[src/rtl/muldiv_seq.sv]
// Iterative multiply/divide sequencer owning the HI/LO register pair.
// MULT/MULTU use radix-2 shift-add and DIV/DIVU use restoring division, each over WIDTH
// iterations. A final fix-up cycle applies the signs and writes HI/LO together.
// Optional feature: define MTHILO_EN to add the MTHI/MTLO write ports (wr_hi, wr_lo, wd).
module muldiv_seq #(
    parameter int unsigned WIDTH = 32
) (
    input  logic             clk,
    input  logic             rst,
    input  logic             start,
    input  logic [1:0]       op,
    input  logic [WIDTH-1:0] a,
    input  logic [WIDTH-1:0] b,
    input  logic             rd_hilo,
`ifdef MTHILO_EN
    input  logic             wr_hi,
    input  logic             wr_lo,
    input  logic [WIDTH-1:0] wd,
`endif
    output logic             busy,
    output logic             stall,
    output logic             done,
    output logic             div_by_zero,
    output logic [WIDTH-1:0] hi,
    output logic [WIDTH-1:0] lo
);

    localparam int unsigned CntW = (WIDTH > 1) ? $clog2(WIDTH) : 1;
    localparam logic [CntW-1:0] CntLast = CntW'(WIDTH - 1);

    typedef enum logic [1:0] {StIdle, StCalc, StFix} state_e;

    state_e                 state_q;
    logic [1:0]             op_q;
    logic                   sign_a_q;
    logic                   sign_b_q;
    logic                   dbz_q;
    logic [CntW-1:0]        cnt_q;
    // Multiplicand for MULT*, divisor for DIV*.
    logic [WIDTH-1:0]       opnd_q;
    // Multiply: {partial product, remaining multiplier bits}.
    // Divide:   {partial remainder, dividend bits shifting into quotient bits}.
    logic [2*WIDTH-1:0]     acc_q;
    logic [WIDTH-1:0]       hi_q;
    logic [WIDTH-1:0]       lo_q;
    logic                   done_q;
    logic                   div_by_zero_q;

    logic [WIDTH-1:0]       a_mag;
    logic [WIDTH-1:0]       b_mag;
    logic [WIDTH-1:0]       mul_addend;
    logic [WIDTH:0]         mul_sum;
    logic [WIDTH:0]         div_shift;
    logic [WIDTH+1:0]       div_diff;
    logic                   div_ok;
    logic [WIDTH-1:0]       div_rem_next;
    logic [2*WIDTH-1:0]     acc_step;
    logic [2*WIDTH-1:0]     prod_fix;
    logic [WIDTH-1:0]       quo_fix;
    logic [WIDTH-1:0]       rem_fix;
    logic [WIDTH-1:0]       fix_hi;
    logic [WIDTH-1:0]       fix_lo;
    logic                   write_req;

    // Operand magnitudes, one iteration of multiply/divide, and the sign fix-up result.
    always_comb begin
        a_mag = (op[0] && a[WIDTH-1]) ? -a : a;
        b_mag = (op[0] && b[WIDTH-1]) ? -b : b;

        mul_addend = acc_q[0] ? opnd_q : '0;
        mul_sum    = {1'b0, acc_q[2*WIDTH-1:WIDTH]} + {1'b0, mul_addend};

        // Remainder stays below the divisor, so shifting one bit in needs only WIDTH+1 bits.
        div_shift    = acc_q[2*WIDTH-1:WIDTH-1];
        div_diff     = {1'b0, div_shift} - {2'b00, opnd_q};
        div_ok       = ~div_diff[WIDTH+1];
        div_rem_next = div_ok ? div_diff[WIDTH-1:0] : div_shift[WIDTH-1:0];

        if (op_q[1]) begin
            acc_step = {div_rem_next, acc_q[WIDTH-2:0], div_ok};
        end else begin
            acc_step = {mul_sum, acc_q[WIDTH-1:1]};
        end

        prod_fix = (op_q[0] && (sign_a_q ^ sign_b_q)) ? -acc_q : acc_q;
        quo_fix  = (op_q[0] && (sign_a_q ^ sign_b_q)) ? -acc_q[WIDTH-1:0] : acc_q[WIDTH-1:0];
        rem_fix  = (op_q[0] && sign_a_q) ? -acc_q[2*WIDTH-1:WIDTH] : acc_q[2*WIDTH-1:WIDTH];

        if (dbz_q) begin
            // Raw dividend was parked in the low half of acc_q.
            fix_hi = acc_q[WIDTH-1:0];
            fix_lo = '1;
        end else if (op_q[1]) begin
            fix_hi = rem_fix;
            fix_lo = quo_fix;
        end else begin
            fix_hi = prod_fix[2*WIDTH-1:WIDTH];
            fix_lo = prod_fix[WIDTH-1:0];
        end
    end

    // Requests that must hold the datapath while an operation is pending.
    always_comb begin
`ifdef MTHILO_EN
        write_req = start | rd_hilo | wr_hi | wr_lo;
`else
        write_req = start | rd_hilo;
`endif
    end

    assign busy        = (state_q != StIdle);
    assign stall       = busy & write_req;
    assign done        = done_q;
    assign div_by_zero = div_by_zero_q;
    assign hi          = hi_q;
    assign lo          = lo_q;

    // Sequencer FSM with HI/LO and the done/div_by_zero pulses as registered outputs.
    always_ff @(posedge clk or posedge rst) begin
        if (rst) begin
            state_q       <= StIdle;
            op_q          <= 2'b00;
            sign_a_q      <= 1'b0;
            sign_b_q      <= 1'b0;
            dbz_q         <= 1'b0;
            cnt_q         <= '0;
            opnd_q        <= '0;
            acc_q         <= '0;
            hi_q          <= '0;
            lo_q          <= '0;
            done_q        <= 1'b0;
            div_by_zero_q <= 1'b0;
        end else begin
            done_q        <= 1'b0;
            div_by_zero_q <= 1'b0;
            unique case (state_q)
                StIdle: begin
`ifdef MTHILO_EN
                    // A write issued with start commits here; the operation reads a/b, not HI/LO.
                    if (wr_hi) hi_q <= wd;
                    if (wr_lo) lo_q <= wd;
`endif
                    if (start) begin
                        op_q     <= op;
                        sign_a_q <= a[WIDTH-1];
                        sign_b_q <= b[WIDTH-1];
                        cnt_q    <= '0;
                        if (op[1] && (b == '0)) begin
                            dbz_q   <= 1'b1;
                            acc_q   <= {{WIDTH{1'b0}}, a};
                            state_q <= StFix;
                        end else begin
                            dbz_q <= 1'b0;
                            if (op[1]) begin
                                acc_q  <= {{WIDTH{1'b0}}, a_mag};
                                opnd_q <= b_mag;
                            end else begin
                                acc_q  <= {{WIDTH{1'b0}}, b_mag};
                                opnd_q <= a_mag;
                            end
                            state_q <= StCalc;
                        end
                    end
                end
                StCalc: begin
                    acc_q <= acc_step;
                    cnt_q <= cnt_q + CntW'(1);
                    if (cnt_q == CntLast) begin
                        cnt_q   <= '0;
                        state_q <= StFix;
                    end
                end
                StFix: begin
                    hi_q          <= fix_hi;
                    lo_q          <= fix_lo;
                    done_q        <= 1'b1;
                    div_by_zero_q <= dbz_q;
                    state_q       <= StIdle;
                end
                default: state_q <= StIdle;
            endcase
        end
    end

endmodule

[config.mk]
export PLATFORM = sky130hd
export DESIGN_NAME = muldiv_seq
export DESIGN_NICKNAME = d
export VERILOG_FILES = /design/src/rtl/muldiv_seq.sv
export SDC_FILE = /design/constraint.sdc
export NUM_CORES = 1
export LEC_CHECK = 0
export ABC_CLOCK_PERIOD_IN_PS = 7800
export CORE_UTILIZATION = 59
export CTS_CLUSTER_DIAMETER = 30
export DETAILED_ROUTE_END_ITERATION = 6
export PLACE_DENSITY = 0.79
export RECOVER_POWER = 25
export SYNTH_ARGS = -nofsm -noshare
export SYNTH_HDL_FRONTEND = slang
export SYNTH_SLANG_ARGS = --single-unit
[constraint.sdc]
create_clock -name clk -period 7.8 [get_ports clk]
set_clock_uncertainty 0.15 [all_clocks]
set_input_delay 0.78 -clock clk [delete_from_list [all_inputs] [get_ports clk]]
set_output_delay 0.78 -clock clk [all_outputs]
set_load 0.1 [all_outputs]
==> run summary <==
Sw power = 4730 µW
Critical path class = in -> async
Placed instance area = 16200 µm²
Worst Setup Start Kind = input port
Final Setup Violations = 0
Status = finished, violations left
Peak supply drop = 382 µV
Die Wd = 160 µm
Initial antenna violation count = 0
Via/cell ratio = 6.43
Synthesis-stage register bit count = 174
WL final = 46700 µm
Setup Fix Bufs, Post-CTS = 0
Layout Utilization = 68.8%
Average wire per cell in the routed design = 20.3 µm
Sequential share of the synthesized area = 29.5%
Drt pass-1 iters = 5
Hold Path Class = reg -> reg
Worst path cell trace = dlygate4sd3_1 > clkinvlp_2 > buf_4
Inserted Diodes = 0
Max Clk Rate = 211 MHz
CP Max Fanout = 99
Final Cycle Share = 60.6%
Synthesized instance count = 1908
Most frequent cells in the layout = 228 x nor2_1, 217 x a21oi_1, 180 x nand2_1, 172 x dfrtp_1
Hold WS = 0.331 ns
Setup TNS = 0 ns
Fin cells = 2297
Clock slew at reported path FFs = 0.08 ns
Via count = 14773
Vias in the first global route = 13441
Power per cell area = 497 nW/µm²
Die H = 160 µm
Reg2reg start = acc_q[31]
GP Congestion = 0.976
Initial DRC count = 1794
Most common cell after layout, fill and taps aside = nor2_1
First-pass GRT wire length = 73700 µm
Rows = 57
CTS Root Cell = clkbuf_16
CP max stage delay = 2.45 ns
Largest net degree at the start of global routing = 102
R2r endpoint = acc_q[45]
Int Power = 3640 µW
ANT nets after route = 0
Synth cell types = 78
Net Sw Frac = 56.6%
Critical Path Source = rst
Leakage = 0.00716 µW
Initial core utilization = 60.4%
CTS Hold Bufs = 0
Final Critical Period = 4.73 ns
Crit path DAT = 4.93 ns
Mean Syn Cell Area = 7.74 µm²
Mapped Area = 14800 µm²
Post_cts resized = 0
Grt total ovfl = 0
Failing checks = capacitance limit, slew limit
Synth Warn # = 0
DP Wirelength = 34700 µm
CTS tree = yes
Clk_lat worst skew = 0.45 ns
Nets = 2102
Number of fill cells = 2030
Area Growth Syn to Fin = 13.9%
Cell count along the critical path = 3
IO Pins = 138
All-Layer GR Usage = 36.6%
CP Capture Type = async pin
Residual DRC = 0
Multi-input logic area = 9670 µm²
Fin. max-slew vios = 131
# clock sinks = 174
Sequential share of power = 22.7%
Mapped Nets = 2050
RSZ-0062 raised after global routing = no
Crit path buf inv count = 3
Slew @ Worst Pin = 4.38 ns
Core Footprint = 24500 µm²
Layout cells sized above 1 = 4.66%
H-tree levels = 4
Post-synth EDFFs = 0
Clock network fraction of total power = 10.8%
Worst setup path endpoint = dbz_q
Crit-path slowest cell = clkinvlp_2
FF+latch area = 4360 µm²
Die footprint = 25700 µm²
R2R Setup Slk = 3.58 ns
Combinational share of power = 66.5%
Synth Flop Type = dfrtp_1
DP Cell Count = 2265
Fin. Hold Viols = 0
Worst relative slew slack = -193%
R2R depth = 12
Critical Path RT = 8.00 ns
IO buf count = 137
Inserted Clock Buffers = 17
Design Area, Final = 16800 µm²
Crit-path leading delay family = buffers and inverters
Clock buffer depth = 2
Max_cap viols = 2
FFs w/ async S/R, synth = 100%
==> state kept, by name, summed over array words and instances (netlist names), 2 cells and up <==
signal / flops
acc_q: 64
cnt_q: 5
hi: 32
lo: 32
op_q: 2
opnd_q: 32
state_q: 2
==> kinds of logic after synthesis <==
family	share of synthesized area, %
AO/OA/AOI/OAI	26.7
XOR/XNOR	9.96
adder cells (fa/ha/maj)	6.20
buffers and inverters	5.13
flip-flops	29.5
multiplexers	3.55
AND/OR/NAND/NOR	18.9
==> how the worst min path moves through the flow <==
stage / start / end / depth (start not counted)
floorplan: opnd_q[18] / opnd_q[18] / 2
finish: lo[0] / lo[0] / 2
global route: lo[0] / lo[0] / 2
CTS: lo[0] / lo[0] / 2
global placement: lo[0] / lo[0] / 2
detailed placement: lo[0] / lo[0] / 2
==> per-layer routing <==
layer  track usage, %  wire length (µm)  up-vias
met2             52.8             19900      825
met3             7.35              4420      120
met1             52.5             20300     6892
met5                0                 0        -
met4             17.1              2140        0
li1                 -                 -     6936
==> cells in the mapped netlist, drive strengths merged (30+ instances only) <==
library cell	count	area share, %
ha	70	5.9
a21o	35	1.8
nor3	39	1.5
xnor2	102	6.0
o21ai	174	5.9
nor2	230	5.8
nand2	180	4.6
a21oi	218	7.5
dfrtp	174	29
mux2i	31	2.1
xor2	66	3.9
a211oi	43	2.2
inv	71	1.8
buf	30	1.0
clkbuf	89	2.3
==> worst reg2reg max path: stages, from the launching register on <==
cell,delay (ns)
dfrtp_1,0.51
inv_1,0.21
ha_1,0.22
nor2b_1,0.07
o31a_1,0.28
o31ai_1,0.44
a211o_1,0.34
nand4_1,0.24
a31o_2,0.32
a21oi_4,0.12
buf_4,0.55
o21ai_1,0.32
a221o_1,0.37
==> metrics by stage <==
step,setup WS [ns],power (µW)
after floorplan,2.15,5960
after global placement,3.65,7230
after detailed placement,3.54,7340
after CTS,3.70,8260
after global routing,2.26,8870
final,3.07,8370
==> final cells by class <==
| class | count | share of cell area [%] |
|---|---|---|
| Clock buffer | 17 | 2.53 |
| Inverter | 73 | 1.64 |
| Timing Repair Buffer | 152 | 8.79 |
| Clock inverter | 15 | 1.26 |
| Multi-Input combinational cell | 1542 | 57.5 |
| Tap cell | 324 | 2.41 |
| Sequential cell | 174 | 25.9 |
==> power by group through the flow <==
stage	combinational, µW	sequential (µW)	clock [µW]
floorplan	3320	2630	0
global placement	5360	1870	0
detailed placement	5450	1890	0
CTS	5490	1870	904
global route	6000	1930	943
finish	5570	1900	904
No activity file was read; power rests on OpenSTA's default activity.
